--- src/rtl/key_press_conditioner_if.sv ---
// Key conditioner bus: raw buttons in, conditioned pulses and levels out.
// master drives key_raw; slave (the conditioner) drives everything else.
interface key_press_conditioner_if #(
  parameter int NUM_KEYS = 4
);
  logic [NUM_KEYS-1:0] key_raw;
  logic [NUM_KEYS-1:0] key_pulse;
  logic [NUM_KEYS-1:0] key_down;
  logic                any_down;
  logic                reject_pulse;

  modport master (
    output key_raw,
    input  key_pulse,
    input  key_down,
    input  any_down,
    input  reject_pulse
  );

  modport slave (
    input  key_raw,
    output key_pulse,
    output key_down,
    output any_down,
    output reject_pulse
  );
endinterface

--- src/rtl/key_press_conditioner.sv ---
// Sync + debounce push-buttons, one pulse per accepted press, one key at a time.
// Ports: clock, reset (async, high), kif.slave (key_raw in; pulses/levels out).
module key_press_conditioner #(
  parameter int NUM_KEYS        = 4,
  parameter int DEBOUNCE_CYCLES = 500000,
  parameter bit ACTIVE_LOW      = 1'b1
) (
  input logic                    clock,
  input logic                    reset,
  key_press_conditioner_if.slave kif
);
  localparam int CW = $clog2(DEBOUNCE_CYCLES);
  localparam logic [CW-1:0] CMAX = CW'(DEBOUNCE_CYCLES - 1);
  localparam logic [NUM_KEYS-1:0] REL = {NUM_KEYS{ACTIVE_LOW}};

  typedef enum logic [1:0] {
    WAIT_RELEASE = 2'd0,
    IDLE         = 2'd1,
    HELD         = 2'd2
  } state_t;

  logic [NUM_KEYS-1:0] sync1_q;
  logic [NUM_KEYS-1:0] sync2_q;
  logic [NUM_KEYS-1:0] sample;
  logic [NUM_KEYS-1:0] stable_q;
  logic [NUM_KEYS-1:0] stable_d;
  logic [NUM_KEYS-1:0] prev_q;
  logic [CW-1:0]       cnt_q [NUM_KEYS];
  logic [CW-1:0]       cnt_d [NUM_KEYS];
  logic                any_q;
  logic [NUM_KEYS-1:0] rise;
  logic [NUM_KEYS-1:0] lowest;
  logic [NUM_KEYS-1:0] pulse_q;
  logic                rej_q;
  state_t              state_q;

  // Synchroniser idles at the released raw level.
  always_ff @(posedge clock or posedge reset) begin
    if (reset) begin
      sync1_q <= REL;
      sync2_q <= REL;
    end else begin
      sync1_q <= kif.key_raw;
      sync2_q <= sync1_q;
    end
  end

  assign sample = ACTIVE_LOW ? ~sync2_q : sync2_q;

  always_comb begin
    stable_d = stable_q;
    for (int i = 0; i < NUM_KEYS; i++) begin
      cnt_d[i] = '0;
      if (sample[i] != stable_q[i]) begin
        if (cnt_q[i] == CMAX) stable_d[i] = sample[i];
        else cnt_d[i] = cnt_q[i] + CW'(1);
      end
    end
  end

  // Stable resets to pressed so a key held through reset never pulses.
  always_ff @(posedge clock or posedge reset) begin
    if (reset) begin
      stable_q <= '1;
      prev_q   <= '1;
      any_q    <= 1'b1;
      for (int i = 0; i < NUM_KEYS; i++) cnt_q[i] <= '0;
    end else begin
      stable_q <= stable_d;
      prev_q   <= stable_q;
      any_q    <= |stable_d;
      for (int i = 0; i < NUM_KEYS; i++) cnt_q[i] <= cnt_d[i];
    end
  end

  assign rise   = stable_q & ~prev_q;
  assign lowest = rise & (~rise + NUM_KEYS'(1));

  always_ff @(posedge clock or posedge reset) begin
    if (reset) begin
      state_q <= WAIT_RELEASE;
      pulse_q <= '0;
      rej_q   <= 1'b0;
    end else begin
      pulse_q <= '0;
      rej_q   <= 1'b0;
      case (state_q)
        WAIT_RELEASE: begin
          if (!any_q) state_q <= IDLE;
        end
        IDLE: begin
          if (|rise) begin
            pulse_q <= lowest;
            rej_q   <= |(rise & ~lowest);
            state_q <= HELD;
          end
        end
        HELD: begin
          if (|rise) rej_q <= 1'b1;
          if (!any_q) state_q <= IDLE;
        end
        default: state_q <= WAIT_RELEASE;
      endcase
    end
  end

  assign kif.key_pulse    = pulse_q;
  assign kif.key_down     = stable_q;
  assign kif.any_down     = any_q;
  assign kif.reject_pulse = rej_q;
endmodule

--- src/flat_wrapper.sv ---
// flat-port wrapper written by rule: the top's interface ports become plain ports
module key_press_conditioner_flat 
#(
  parameter int NUM_KEYS        = 4,
  parameter int DEBOUNCE_CYCLES = 500000,
  parameter bit ACTIVE_LOW      = 1'b1
)
  (clock, reset, kif_key_raw, kif_key_pulse, kif_key_down, kif_any_down, kif_reject_pulse);
  key_press_conditioner_if #(.NUM_KEYS(NUM_KEYS)) kif_i ();
  input logic clock;
  input logic reset;
  input wire logic [$bits(kif_i.key_raw)-1:0] kif_key_raw;
  output wire logic [$bits(kif_i.key_pulse)-1:0] kif_key_pulse;
  output wire logic [$bits(kif_i.key_down)-1:0] kif_key_down;
  output wire logic [$bits(kif_i.any_down)-1:0] kif_any_down;
  output wire logic [$bits(kif_i.reject_pulse)-1:0] kif_reject_pulse;
  assign kif_i.key_raw = kif_key_raw;
  assign kif_key_pulse = kif_i.key_pulse;
  assign kif_key_down = kif_i.key_down;
  assign kif_any_down = kif_i.any_down;
  assign kif_reject_pulse = kif_i.reject_pulse;
  key_press_conditioner #(.NUM_KEYS(NUM_KEYS), .DEBOUNCE_CYCLES(DEBOUNCE_CYCLES), .ACTIVE_LOW(ACTIVE_LOW)) u_core (.clock(clock), .reset(reset), .kif(kif_i));
endmodule
--- config.mk ---
export PLATFORM = sky130hd
export DESIGN_NAME = key_press_conditioner_flat
export DESIGN_NICKNAME = d
export VERILOG_FILES = /design/src/rtl/key_press_conditioner_if.sv /design/src/rtl/key_press_conditioner.sv /design/src/flat_wrapper.sv
export SDC_FILE = /design/constraint.sdc
export NUM_CORES = 1
export LEC_CHECK = 0
export ABC_AREA = 0
export BUFFER_PORTS_ARGS = -buffer_cell sky130_fd_sc_hd__buf_4
export CAP_MARGIN = 40
export CORE_MARGIN = 4
export CORE_UTILIZATION = 55
export CTS_CLUSTER_DIAMETER = 100
export DETAILED_ROUTE_END_ITERATION = 12
export PLACE_DENSITY = 0.72
export SETUP_SLACK_MARGIN = 0.3
export SYNTH_ARGS = -nofsm -noshare
export SYNTH_HDL_FRONTEND = slang
export SYNTH_SLANG_ARGS = --single-unit
--- constraint.sdc ---
create_clock -name clock -period 5.8 [get_ports clock]
set_input_delay 0.58 -clock clock [delete_from_list [all_inputs] [get_ports clock]]
set_output_delay 0.58 -clock clock [all_outputs]
set_load 0.005 [all_outputs]
==> metrics.json, run 1 <==
{
  "status": {
    "outcome": "complete, no violations"
  },
  "synth": {
    "netlist.area_leader.share_pct": 44.9,
    "synthesis.yosys.warnings": 0,
    "synth_flop_cell": "dfrtp_1",
    "yosys.cell_types.count": 35,
    "synth.largest_area_cell": "dfrtp_1",
    "synth.cell_area_mm2": 0.00463,
    "asyncSetResetFlopFracSynth_pct": 100,
    "syn_nets": 467,
    "synth_edf_count": 0,
    "ys_top_cells_by_area": "dfrtp_1 (45%), dfstp_2 (9.6%), nor2_1 (8.0%)",
    "synthesis.instances": 454,
    "synth.avg_cell_area_um2": 10.2,
    "synth.ff_latch_count": 100,
    "synthTopCellsByCount": "nor2_1 (99), dfrtp_1 (83), xor2_1 (38)",
    "post_synthesis_sequential_area_ratio_pct": 54.5,
    "yosysMostFrequentCell": "nor2_1"
  },
  "placed_design": {
    "routabilityCongestion": 0.794,
    "port-buffer-count": 15,
    "post-dp-hpwl_um": 5030,
    "post-place-cells": 561
  },
  "route": {
    "routed_wl_um": 7520,
    "drt-wirelength-per-cell_um": 13.0,
    "routed_via_density": 5.14,
    "detailedRoute.firstIterationViolations": 54,
    "vias": 2967,
    "total_drc_errors_in_the_routed_layout": 0,
    "postRouteAntennaNets": 0,
    "drt_first_pass_iters": 4
  },
  "pwr": {
    "irDropWorstVdd_v": 0.000160,
    "leakage_power_summed_over_all_cells_uw": 0.00221,
    "powerDensity_mw_per_mm2": 244
  },
  "floorplanning": {
    "initial_core_util_pct": 56.3,
    "placeableCoreArea_mm2": 0.00822,
    "die_height_um": 99.7,
    "rows": 33,
    "ios": 16,
    "floorplan_die_area_mm2": 0.00995,
    "die_w_um": 99.7
  },
  "cts": {
    "cts-root-buf": "clkbuf_8",
    "worstSkewPairLatency_ns": 0.36,
    "clock_tree.buffer_depth": 2,
    "h-tree-depth": 3,
    "post-cts-setup-buffers": 0,
    "cts-buffers-inserted": 9,
    "cts-resized-gates": 0,
    "clock-sinks": 100,
    "clkTransAtPathRegs_ns": 0.10,
    "cts_tree": "yes",
    "cts_hold_buf": 0
  },
  "sta": {
    "worst-slew-pin-transition_ns": 0.829,
    "timing_hold_violations_final": 0,
    "finalCritPeriodShare_pct": 35.4,
    "max_freq_mhz": 486,
    "post-route-min-period_ns": 2.06,
    "unrepaired_setup_endpoints_after_global_routing": "false",
    "tns_ns": 0,
    "timing.slew.headroom_pct": 44.7,
    "final_max_slew_viol_count": 0,
    "worst_clock_skew_ns": 0.00995,
    "finalSetupViolations": 0
  },
  "cells_and_area": {
    "num-nets-final": 480,
    "n_fill_cell": 671,
    "final_layout_size_suffix_gt1_share_pct": 12.7,
    "area_growth_from_synthesis_to_layout_pct": 8.57,
    "antenna-diode-count": 0,
    "finalNonFillerCells": 577
  },
  "grt": {
    "grtUsageTotal_pct": 16.7,
    "antenna_found_initial": 0,
    "grt_start_max_net_pins": 70,
    "grt_pass1_vias": 3046,
    "grt_first_pass_wirelength_um": 13600,
    "total_congestion_overflow": 0
  },
  "worst_setup_path": {
    "start_kind": "register",
    "critical_path_class": "reg2reg",
    "worstPathMaxFanout": 18,
    "r2r_cells": 6,
    "timing.critical_path.arrival_ns": 2.27,
    "cp_data_required_time_ns": 6.01,
    "endpoint_kind": "register"
  },
  "hold_path": {
    "hold_class": "in2async"
  },
  "flow_run": {
    "max-cap-violations": 0
  }
}
==> kinds of logic after synthesis <==
| family | count (synthesis) | synth area share (%) |
|---|---|---|
| flops | 100 | 54.5 |
| buf+inv | 31 | 3.05 |
| fa+ha+maj | 7 | 1.89 |
| mux | 5 | 1.11 |
| compound gates | 6 | 0.757 |
| xor+xnor | 72 | 13.6 |
| simple gates | 233 | 25.1 |
==> registers in the layout (all words and copies together), names as in the netlist <==
| signal | flops |
|---|---|
| u_core.sync2_q | 4 |
| u_core.cnt_q | 76 |
| u_core.prev_q | 4 |
| u_core.sync1_q | 4 |
| u_core.kif.key_down | 4 |
| u_core.kif.any_down | 1 |
| u_core.state_q | 2 |
| u_core.kif.reject_pulse | 1 |
| u_core.kif.key_pulse | 4 |
==> routing by layer <==
metal	track usage [%]	share of wire (%)	up-vias
met4	7.35	1.8	0
met5	0	0	-
met3	3.23	3.1	11
met2	26.6	47	33
met1	22.2	48	1421
li1	-	-	1502
==> final cells by class <==
class,count,area [um^2],area share [%]
Clock inverter,4,55.1,1.10
Tap cell,105,131,2.61
Inverter,17,66.3,1.32
Timing Repair Buffer,16,120,2.39
Clock buffer,12,165,3.29
Sequential cell,100,2520,50.2
Multi-Input combinational cell,323,1960,39.1
==> placed cells by master, fill, tap and decap left out, drive strengths merged, types with 7 or more instances in the layout <==
cell type	Yosys	routed
xor2	38	38
and3	16	16
dfstp	17	17
nor3	11	11
nand3	29	29
nand2	34	34
clkbuf	4	12
nor2	99	99
xnor2	34	34
ha	7	7
nor4b	8	8
dfrtp	83	83
nand4	9	9
inv	17	18
buf	10	16
==> report_power, final <==
group | internal (uW) | total, uW | switching (uW)
registers | 709 | 717 | 7.85
logic | 10.4 | 37.7 | 27.3
clock network | 237 | 473 | 236
total | 957 | 1230 | 271
==> through the flow <==
step	cell area, um^2	utilization (%)	setup slack [ns]	power [uW]	hold slack (ns)
2_1_floorplan	4630	-	2.63	757	0.345
3_3_place_gp	4810	58.5	3.79	767	0.346
3_5_place_dp	4810	58.5	3.76	770	0.347
4_1_cts	5030	61.2	3.72	1240	0.208
5_1_grt	5030	61.2	3.55	1280	0.224
6_report	5030	61.2	3.74	1230	0.191
==> worst max-delay path, cell delays in order, from the launching register on <==
cell     delay [ns]
dfrtp_1        0.39
ha_1           0.20
and3_1         0.28
nand2_1        0.13
nor4_4         0.26
or2_1          0.52
nor2_1         0.13
==> final timing paths <==
| path | slack (ns) | startpoint | end |
|---|---|---|---|
| min in group clock | 0.32 | kif_key_raw[2] | u_core.sync1_q[2] |
| min | 0.19 | reset | u_core.cnt_q[57] |
| max reg2reg | 3.74 | u_core.cnt_q[19] | u_core.cnt_q[25] |
| max | 3.74 | u_core.cnt_q[19] | u_core.cnt_q[25] |
| max in group asynchronous | 4.44 | reset | u_core.cnt_q[25] |
| min reg2reg | 0.36 | u_core.sync1_q[0] | u_core.sync2_q[0] |
Power figures use the tool's default switching activity.
==> run 2: changes to the inputs <==
Clock period 5.8 ns to 1.95 ns, I/O delays scaled along.
==> run 2 against run 1 <==
Final cell count grew 6.1%. Sequential power grew to 3.0 times the previous value. Combinational power grew to 4.5 times the previous value. Maximum frequency grew 14%. Final area grew 9.7%. Flip-flop and latch count is the same. Count of clock-buffer cells in the layout shrank 2. First-iteration DRC count grew 44%. Clock power grew to 2.7 times the previous value. Power grew to 2.9 times the previous value. Critical path type unchanged. Critical endpoint is now u_core.kif.any_down.
==> metrics.json, run 2 (synthesis results as in run 1) <==
{
  "sta": {
    "worst-slew-pin-transition": {"value": 0.506, "unit": "ns", "change": "-0.323 ns"},
    "worst_clock_skew": {"value": 0.00973, "unit": "ns", "change": "-0.000224 ns"},
    "max_freq": {"value": 552, "unit": "MHz", "change": "+14%"},
    "final_critical_path_setup_slack": {"value": 0.139, "unit": "ns", "change": "-3.61 ns"},
    "finalCritPeriodShare": {"value": 92.9, "unit": "%", "change": "+57 points"},
    "final_max_slew_viol_count": {"value": 0, "change": "unchanged"},
    "timing.slew.headroom": {"value": 66.2, "unit": "%", "change": "+22 points"},
    "tns": {"value": 0, "unit": "ns", "change": "unchanged"},
    "unrepaired_setup_endpoints_after_global_routing": "true",
    "finalSetupViolations": {"value": 0, "change": "unchanged"},
    "timing_hold_violations_final": {"value": 0, "change": "unchanged"},
    "post-route-min-period": {"value": 1.81, "unit": "ns", "change": "-0.245 ns"}
  },
  "cts": {
    "cts-buffers-inserted": {"value": 9, "change": "unchanged"},
    "clock_tree.buffer_depth": {"value": 2, "change": "unchanged"},
    "cts-root-buf": "clkbuf_8",
    "h-tree-depth": {"value": 3, "change": "unchanged"},
    "worstSkewPairLatency": {"value": 0.36, "unit": "ns", "change": "about the same"},
    "clkTransAtPathRegs": {"value": 0.09, "unit": "ns", "change": "about the same"},
    "clock-sinks": {"value": 100, "change": "unchanged"},
    "cts_tree": "yes"
  },
  "placed_design": {
    "post-dp-hpwl": {"value": 5190, "unit": "um", "change": "+3.1%"},
    "detailedPlace.worstSlack": {"value": 0.00171, "unit": "ns", "change": "-3.75 ns"},
    "port-buffer-count": {"value": 15, "change": "unchanged"},
    "placedInstanceArea": {"value": 0.00492, "unit": "mm^2", "change": "+2.4%"},
    "routabilityCongestion": {"value": 0.873, "change": "+10%"}
  },
  "pwr": {
    "combinationalPowerShare": {"value": 4.7, "unit": "%", "change": "+1.6 points"},
    "cellInternalPower": {"value": 2770, "unit": "uW", "change": "+190%"},
    "irDropWorstVdd": {"value": 0.000426, "unit": "V", "change": "+170%"},
    "pwr-share-seq": {"value": 59.4, "unit": "%", "change": "+1.0 points"},
    "netSwitchingPower": {"value": 813, "unit": "uW", "change": "+200%"},
    "powerDensity": {"value": 651, "unit": "mW/mm^2", "change": "+170%"},
    "leakage_power_summed_over_all_cells": {"value": 0.00243, "unit": "uW", "change": "+10%"},
    "sw_frac_of_total": {"value": 22.7, "unit": "%", "change": "+0.60 points"},
    "clock_power_share": {"value": 36.0, "unit": "%", "change": "-2.5 points"}
  },
  "worst_setup_path": {
    "endpoint_kind": "register",
    "critical_path.n_buffers_inverters": {"value": 0, "change": "unchanged"},
    "worst_path_max_delay_cell": "or4_1",
    "worstPathMaxFanout": {"value": 2, "change": "-16"},
    "timing.critical_path.mode_cell": "and4_1",
    "worstPathCellList": "ha_2, and4_1, and3_1, and4_1, mux2i_1, or4_1",
    "worst-path-stages": {"value": 6, "change": "unchanged"},
    "max_stage_delay": {"value": 0.50, "unit": "ns", "change": "-0.02 ns"},
    "critical-path-top-delay-family": "simple AND/OR/NAND/NOR gates",
    "setup.reg_to_reg.worst_slack": {"value": 0.14, "unit": "ns", "change": "-3.61 ns"},
    "critPathCapture": "u_core.kif.any_down",
    "start_kind": "register",
    "cp_data_required_time": {"value": 2.23, "unit": "ns", "change": "-3.78 ns"},
    "critical_path_class": "reg2reg",
    "launch_point_of_the_worst_reg_to_reg_path": "u_core.cnt_q[0]",
    "critical_path.startpoint": "u_core.cnt_q[0]",
    "crit-reg2reg-capture": "u_core.kif.any_down",
    "r2r_cells": {"value": 6, "change": "unchanged"},
    "timing.critical_path.arrival": {"value": 2.09, "unit": "ns", "change": "-0.18 ns"}
  },
  "grt": {
    "grtUsageTotal": {"value": 17.6, "unit": "%", "change": "+0.97 points"},
    "total_congestion_overflow": {"value": 0, "change": "unchanged"},
    "grt_start_max_net_pins": {"value": 101, "change": "+44%"},
    "antenna_found_initial": {"value": 0, "change": "unchanged"},
    "grt_first_pass_wirelength": {"value": 14100, "unit": "um", "change": "+4.2%"},
    "grt_pass1_vias": {"value": 3260, "change": "+7.0%"}
  },
  "cells_and_area": {
    "area_growth_from_synthesis_to_layout_pct": 19.1,
    "antenna-diode-count": {"value": 0, "change": "unchanged"},
    "n_fill_cell": {"value": 607, "change": "-9.5%"},
    "regMostFlops": "u_core.cnt_q",
    "final_cell_mix": "nor2_1 (91), dfrtp_1 (83), buf_4 (41)",
    "largest_reg_flops": {"value": 76, "change": "unchanged"},
    "finalCoreUtilization": {"value": 67.1, "unit": "%", "change": "+5.9 points"},
    "mostFrequentLayoutCell": "nor2_1",
    "num-nets-final": {"value": 515, "change": "+7.3%"},
    "final_area": {"value": 0.00551, "unit": "mm^2", "change": "+9.7%"},
    "final_layout_size_suffix_gt1_share": {"value": 24.9, "unit": "%", "change": "+12 points"}
  },
  "flow_run": {
    "max-cap-violations": {"value": 0, "change": "unchanged"}
  },
  "floorplanning": {
    "ios": {"value": 16, "change": "unchanged"},
    "rows": {"value": 33, "change": "unchanged"},
    "die_height": {"value": 99.7, "unit": "um", "change": "unchanged"},
    "floorplan_die_area": {"value": 0.00995, "unit": "mm^2", "change": "unchanged"},
    "die_w": {"value": 99.7, "unit": "um", "change": "unchanged"},
    "initial_core_util": {"value": 56.3, "unit": "%", "change": "unchanged"},
    "placeableCoreArea": {"value": 0.00822, "unit": "mm^2", "change": "unchanged"}
  },
  "route": {
    "vias": {"value": 3124, "change": "+5.3%"},
    "drt_first_pass_iters": {"value": 4, "change": "unchanged"},
    "total_drc_errors_in_the_routed_layout": {"value": 0, "change": "unchanged"},
    "routed_via_density": {"value": 5.10, "change": "-0.73%"},
    "drt-wirelength-per-cell": {"value": 13.4, "unit": "um", "change": "+2.8%"},
    "routed_wl": {"value": 8200, "unit": "um", "change": "+9.0%"},
    "detailedRoute.firstIterationViolations": {"value": 78, "change": "+44%"},
    "postRouteAntennaNets": {"value": 0, "change": "unchanged"}
  },
  "status": {
    "outcome": "complete, no violations"
  },
  "hold_path": {
    "hold-path-cell-count": 0,
    "hold_class": "reg2reg"
  }
}
==> run 2: changes by cell type in the layout (fill, tap and decap cells not counted), sizes merged <==
| cell | delta |
|---|---|
| clkinvlp | +1 |
| buf | +30 |
| inv | -2 |
| dlygate4sd3 | +5 |
| clkinv | +3 |
| clkbuf | -2 |
==> run 2: worst register-to-register path: stages (launching register included) <==
cell	delay [ns]
dfrtp_1	0.39
ha_2	0.19
and4_1	0.19
and3_1	0.14
and4_1	0.18
mux2i_1	0.14
or4_1	0.50
==> run 2: per-layer routing <==
layer	global-route usage (%)	up-vias	share of wire [%]
met5	0	-	0
met4	6.62	0	0.91
met3	4.14	6	2.9
met2	30.4	31	50
met1	21.5	1520	46
li1	-	1567	-
==> run 2: power by group through the flow <==
stage | combinational [uW] | sequential [uW] | clock, uW
3_5_place_dp | 129 | 2170 | 0
3_3_place_gp | 126 | 2170 | 0
4_1_cts | 157 | 2130 | 1330
6_report | 168 | 2130 | 1290
5_1_grt | 194 | 2130 | 1410
2_1_floorplan | 97.8 | 2170 | 0
==> run 2: worst min-delay path by stage <==
stage,to,slack [ns],startpoint
after floorplan,u_core.sync1_q[0],0.20,kif_key_raw[0]
after global placement,u_core.sync1_q[2],0.30,kif_key_raw[2]
after detailed placement,u_core.sync1_q[2],0.30,kif_key_raw[2]
after CTS,u_core.sync2_q[3],0.36,u_core.sync1_q[3]
after global routing,u_core.sync2_q[3],0.37,u_core.sync1_q[3]
final,u_core.sync2_q[0],0.36,u_core.sync1_q[0]
==> run 2: timing repair <==
action / in CTS / in global routing
endpoints found under the hold margin: 29 / 0
gates resized for setup: 13 / 36
setup buffers: 15 / 3
setup endpoints to repair: 62 / 74
gates cloned: 0 / 1
pin swaps: 5 / 13
hold buffers: 5 / 0
==> run 2: through the flow <==
stage	hold WS, ns	std cells	total power, uW
floorplan	0.199	454	2260
global placement	0.303	572	2300
detailed placement	0.305	572	2300
CTS	0.365	608	3620
global route	0.369	612	3730
finish	0.362	612	3590
==> run 2: cell type report <==
cell class                 instances  area, um^2  share of cell area, %
sequential                       100        2520                   45.8
multi-input combinational        323        2180                   39.5
timing repair buffer              51         417                   7.56
tap                              105         131                   2.38
clock buffer                      10         128                   2.32
inverter                          17        67.6                   1.23
clock inverter                     6        65.1                   1.18
==> run 3: changes to the inputs <==
Settings changed: CORE_ASPECT_RATIO set to 0.5.
==> run 3 against run 2 <==
Non-clock buffer count is 5 higher. Critical endpoint unchanged. Power grew 18%. Critical path type unchanged. Highest routed layer unchanged. Register-to-register slack worse by 0.03 ns. Clock power up 48%. Core utilization grew 4.0 points. Flip-flop and latch count unchanged. Hold slack got worse by 0.0044 ns. Critical path depth unchanged. Worst setup slack got worse by 0.034 ns. Via count grew 3.1%. Count of clock-buffer cells in the layout increased by 2. Combinational power grew 23%.
==> metrics.json, run 3 (synthesis results as in run 1) <==
{
  "sta": {
    "hold_slack": {"value": 0.357, "unit": "ns", "change": "-0.00445 ns"},
    "final_max_slew_viol_count": {"value": 0, "change": "unchanged"},
    "max_freq": {"value": 542, "unit": "MHz", "change": "-1.8%"},
    "timing_hold_violations_final": {"value": 0, "change": "unchanged"},
    "timing.slew.headroom": {"value": 65.4, "unit": "%", "change": "-0.82 points"},
    "worst_clock_skew": {"value": 0.00693, "unit": "ns", "change": "-0.00280 ns"},
    "worst-slew-pin-transition": {"value": 0.518, "unit": "ns", "change": "+0.0113 ns"},
    "unrepaired_setup_endpoints_after_global_routing": "true",
    "post-route-min-period": {"value": 1.84, "unit": "ns", "change": "+0.0336 ns"},
    "finalCritPeriodShare": {"value": 94.6, "unit": "%", "change": "+1.7 points"},
    "finalSetupViolations": {"value": 0, "change": "unchanged"},
    "final_critical_path_setup_slack": {"value": 0.105, "unit": "ns", "change": "-0.0336 ns"}
  },
  "cts": {
    "clkTransAtPathRegs": {"value": 0.07, "unit": "ns", "change": "-0.02 ns"},
    "cts-root-buf": "clkbuf_16",
    "clock-sinks": {"value": 100, "change": "unchanged"},
    "worstSkewPairLatency": {"value": 0.34, "unit": "ns", "change": "-0.02 ns"},
    "clock_tree.buffer_depth": {"value": 2, "change": "unchanged"},
    "cts_tree": "yes",
    "h-tree-depth": {"value": 3, "change": "unchanged"},
    "cts-buffers-inserted": {"value": 9, "change": "unchanged"}
  },
  "status": {
    "outcome": "complete, no violations"
  },
  "placed_design": {
    "detailedPlace.worstSlack": {"value": -0.00400, "unit": "ns", "change": "-0.00572 ns"},
    "post-place-cells": {"value": 580, "change": "+1.4%"},
    "routabilityCongestion": {"value": 0.793, "change": "-9.2%"},
    "post-dp-hpwl": {"value": 5170, "unit": "um", "change": "-0.34%"},
    "placedInstanceArea": {"value": 0.00496, "unit": "mm^2", "change": "+0.84%"},
    "port-buffer-count": {"value": 15, "change": "unchanged"}
  },
  "cells_and_area": {
    "mostFrequentLayoutCell": "dfrtp_1",
    "largest_reg_flops": {"value": 76, "change": "unchanged"},
    "final_cell_mix": "dfrtp_1 (83), nor2_1 (81), buf_4 (42)",
    "regMostFlops": "u_core.cnt_q",
    "num-nets-final": {"value": 520, "change": "+0.97%"},
    "final_layout_size_suffix_gt1_share": {"value": 27.1, "unit": "%", "change": "+2.3 points"},
    "area_growth_from_synthesis_to_layout_pct": 24.2,
    "antenna-diode-count": {"value": 0, "change": "unchanged"},
    "final_area": {"value": 0.00575, "unit": "mm^2", "change": "+4.3%"},
    "finalNonFillerCells": {"value": 624, "change": "+2.0%"}
  },
  "floorplanning": {
    "rows": {"value": 23, "change": "-30%"},
    "placeableCoreArea": {"value": 0.00809, "unit": "mm^2", "change": "-1.6%"},
    "floorplan_die_area": {"value": 0.0100, "unit": "mm^2", "change": "+0.90%"},
    "die_w": {"value": 138, "unit": "um", "change": "+38%"},
    "ios": {"value": 16, "change": "unchanged"},
    "initial_core_util": {"value": 57.2, "unit": "%", "change": "+0.91 points"},
    "die_height": {"value": 72.9, "unit": "um", "change": "-27%"}
  },
  "grt": {
    "total_congestion_overflow": {"value": 0, "change": "unchanged"},
    "antenna_found_initial": {"value": 0, "change": "unchanged"},
    "grtUsageTotal": {"value": 18.3, "unit": "%", "change": "+0.63 points"},
    "grt_start_max_net_pins": {"value": 41, "change": "-59%"},
    "grt_pass1_vias": {"value": 3170, "change": "-2.8%"},
    "grt_first_pass_wirelength": {"value": 14300, "unit": "um", "change": "+1.3%"}
  },
  "route": {
    "routed_via_density": {"value": 5.16, "change": "+1.1%"},
    "drt-wirelength-per-cell": {"value": 14.1, "unit": "um", "change": "+4.9%"},
    "postRouteAntennaNets": {"value": 0, "change": "unchanged"},
    "detailedRoute.firstIterationViolations": {"value": 202, "change": "+160%"},
    "drt_first_pass_iters": {"value": 4, "change": "unchanged"},
    "vias": {"value": 3221, "change": "+3.1%"},
    "routed_wl": {"value": 8770, "unit": "um", "change": "+7.0%"},
    "total_drc_errors_in_the_routed_layout": {"value": 0, "change": "unchanged"}
  },
  "worst_setup_path": {
    "timing.critical_path.arrival": {"value": 2.11, "unit": "ns", "change": "+0.02 ns"},
    "critical_path_class": "reg2reg",
    "max_stage_delay": {"value": 0.42, "unit": "ns", "change": "-0.08 ns"},
    "cp_data_required_time": {"value": 2.21, "unit": "ns", "change": "-0.02 ns"},
    "start_kind": "register",
    "worstPathCellList": "ha_2, and3_4, nand2_4, nor4_4, mux2i_2, or4_1",
    "worstPathMaxFanout": {"value": 5, "change": "+3"},
    "endpoint_kind": "register",
    "worst_path_max_delay_cell": "or4_1"
  },
  "flow_run": {
    "max-cap-violations": {"value": 0, "change": "unchanged"}
  },
  "pwr": {
    "irDropWorstVdd": {"value": 0.000456, "unit": "V", "change": "+7.2%"},
    "leakage_power_summed_over_all_cells": {"value": 0.00253, "unit": "uW", "change": "+4.1%"},
    "powerDensity": {"value": 738, "unit": "mW/mm^2", "change": "+13%"}
  },
  "hold_path": {
    "hold_class": "reg2reg"
  }
}
## run 3: changes by cell type in the layout (fill, tap and decap cells not counted), sizes merged
cell	change
clkbuf	+3
clkinv	-3
bufinv	+1
buf	+4
## run 3: metrics by stage
step / total power (uW) / TNS (ns) / utilization [%]
after floorplan: 2260 / 0 / -
after global placement: 2300 / 0 / 61.3
after detailed placement: 2310 / -0.00901 / 61.3
after CTS: 4260 / 0 / 68.7
after global routing: 4400 / 0 / 71.1
final: 4240 / 0 / 71.1
## run 3: repair_timing
| item | CTS | global route |
|---|---|---|
| hold buffers | 5 | 0 |
| gates cloned | 1 | 1 |
| endpoints found under the hold margin | 23 | 0 |
| setup endpoints to repair | 66 | 75 |
| resized for setup | 28 | 35 |
| pin swaps | 11 | 9 |
| setup buffers | 16 | 5 |
## run 3: power by group
| group | switching (uW) | leakage (uW) | internal (uW) |
|---|---|---|---|
| registers | 20.9 | 0.00132 | 2110 |
| logic | 112 | 0.00105 | 94.5 |
| clock network | 749 | 0.000153 | 1160 |
## run 3: path summary, 6_finish.rpt
kind                                   startpoint             endpoint  slack [ns]  depth (start not counted)
max in group asynchronous                   reset    u_core.sync2_q[2]        0.87                          4
worst min-delay path            u_core.sync1_q[3]    u_core.sync2_q[3]        0.36                          0
worst min register to register  u_core.sync1_q[3]    u_core.sync2_q[3]        0.36                          0
worst max register to register   u_core.cnt_q[20]  u_core.kif.any_down        0.11                          6
worst max-delay path             u_core.cnt_q[20]  u_core.kif.any_down        0.11                          6
min in group asynchronous                   reset     u_core.cnt_q[69]        0.45                          3
## run 3: critical path, delay by kind of cell (launching register included)
kind | cells | cell delay, ns
multiplexers | 1 | 0.15
flip-flops | 1 | 0.36
AND/OR/NAND/NOR | 4 | 1.07
adder cells (fa/ha/maj) | 1 | 0.19
## run 3: area by class of cell
cell class | count | area (um^2)
clock buffers | 12 | 246
clock inverters | 4 | 72.6
fillers | 576 | 2340
inverters | 17 | 67.6
multi-input cells | 323 | 2180
flip-flops and latches | 100 | 2520
well taps | 112 | 140
repair buffers | 56 | 519
## run 3: routing by layer
metal | vias to the layer above | wire length [um] | share of wire [%] | GRT usage (%)
met5 | - | 0 | 0 | 0
met4 | 0 | 178 | 2.0 | 7.56
met3 | 19 | 208 | 2.4 | 4.48
met2 | 36 | 4320 | 49 | 31.5
met1 | 1578 | 4070 | 46 | 22.3
li1 | 1588 | - | - | -
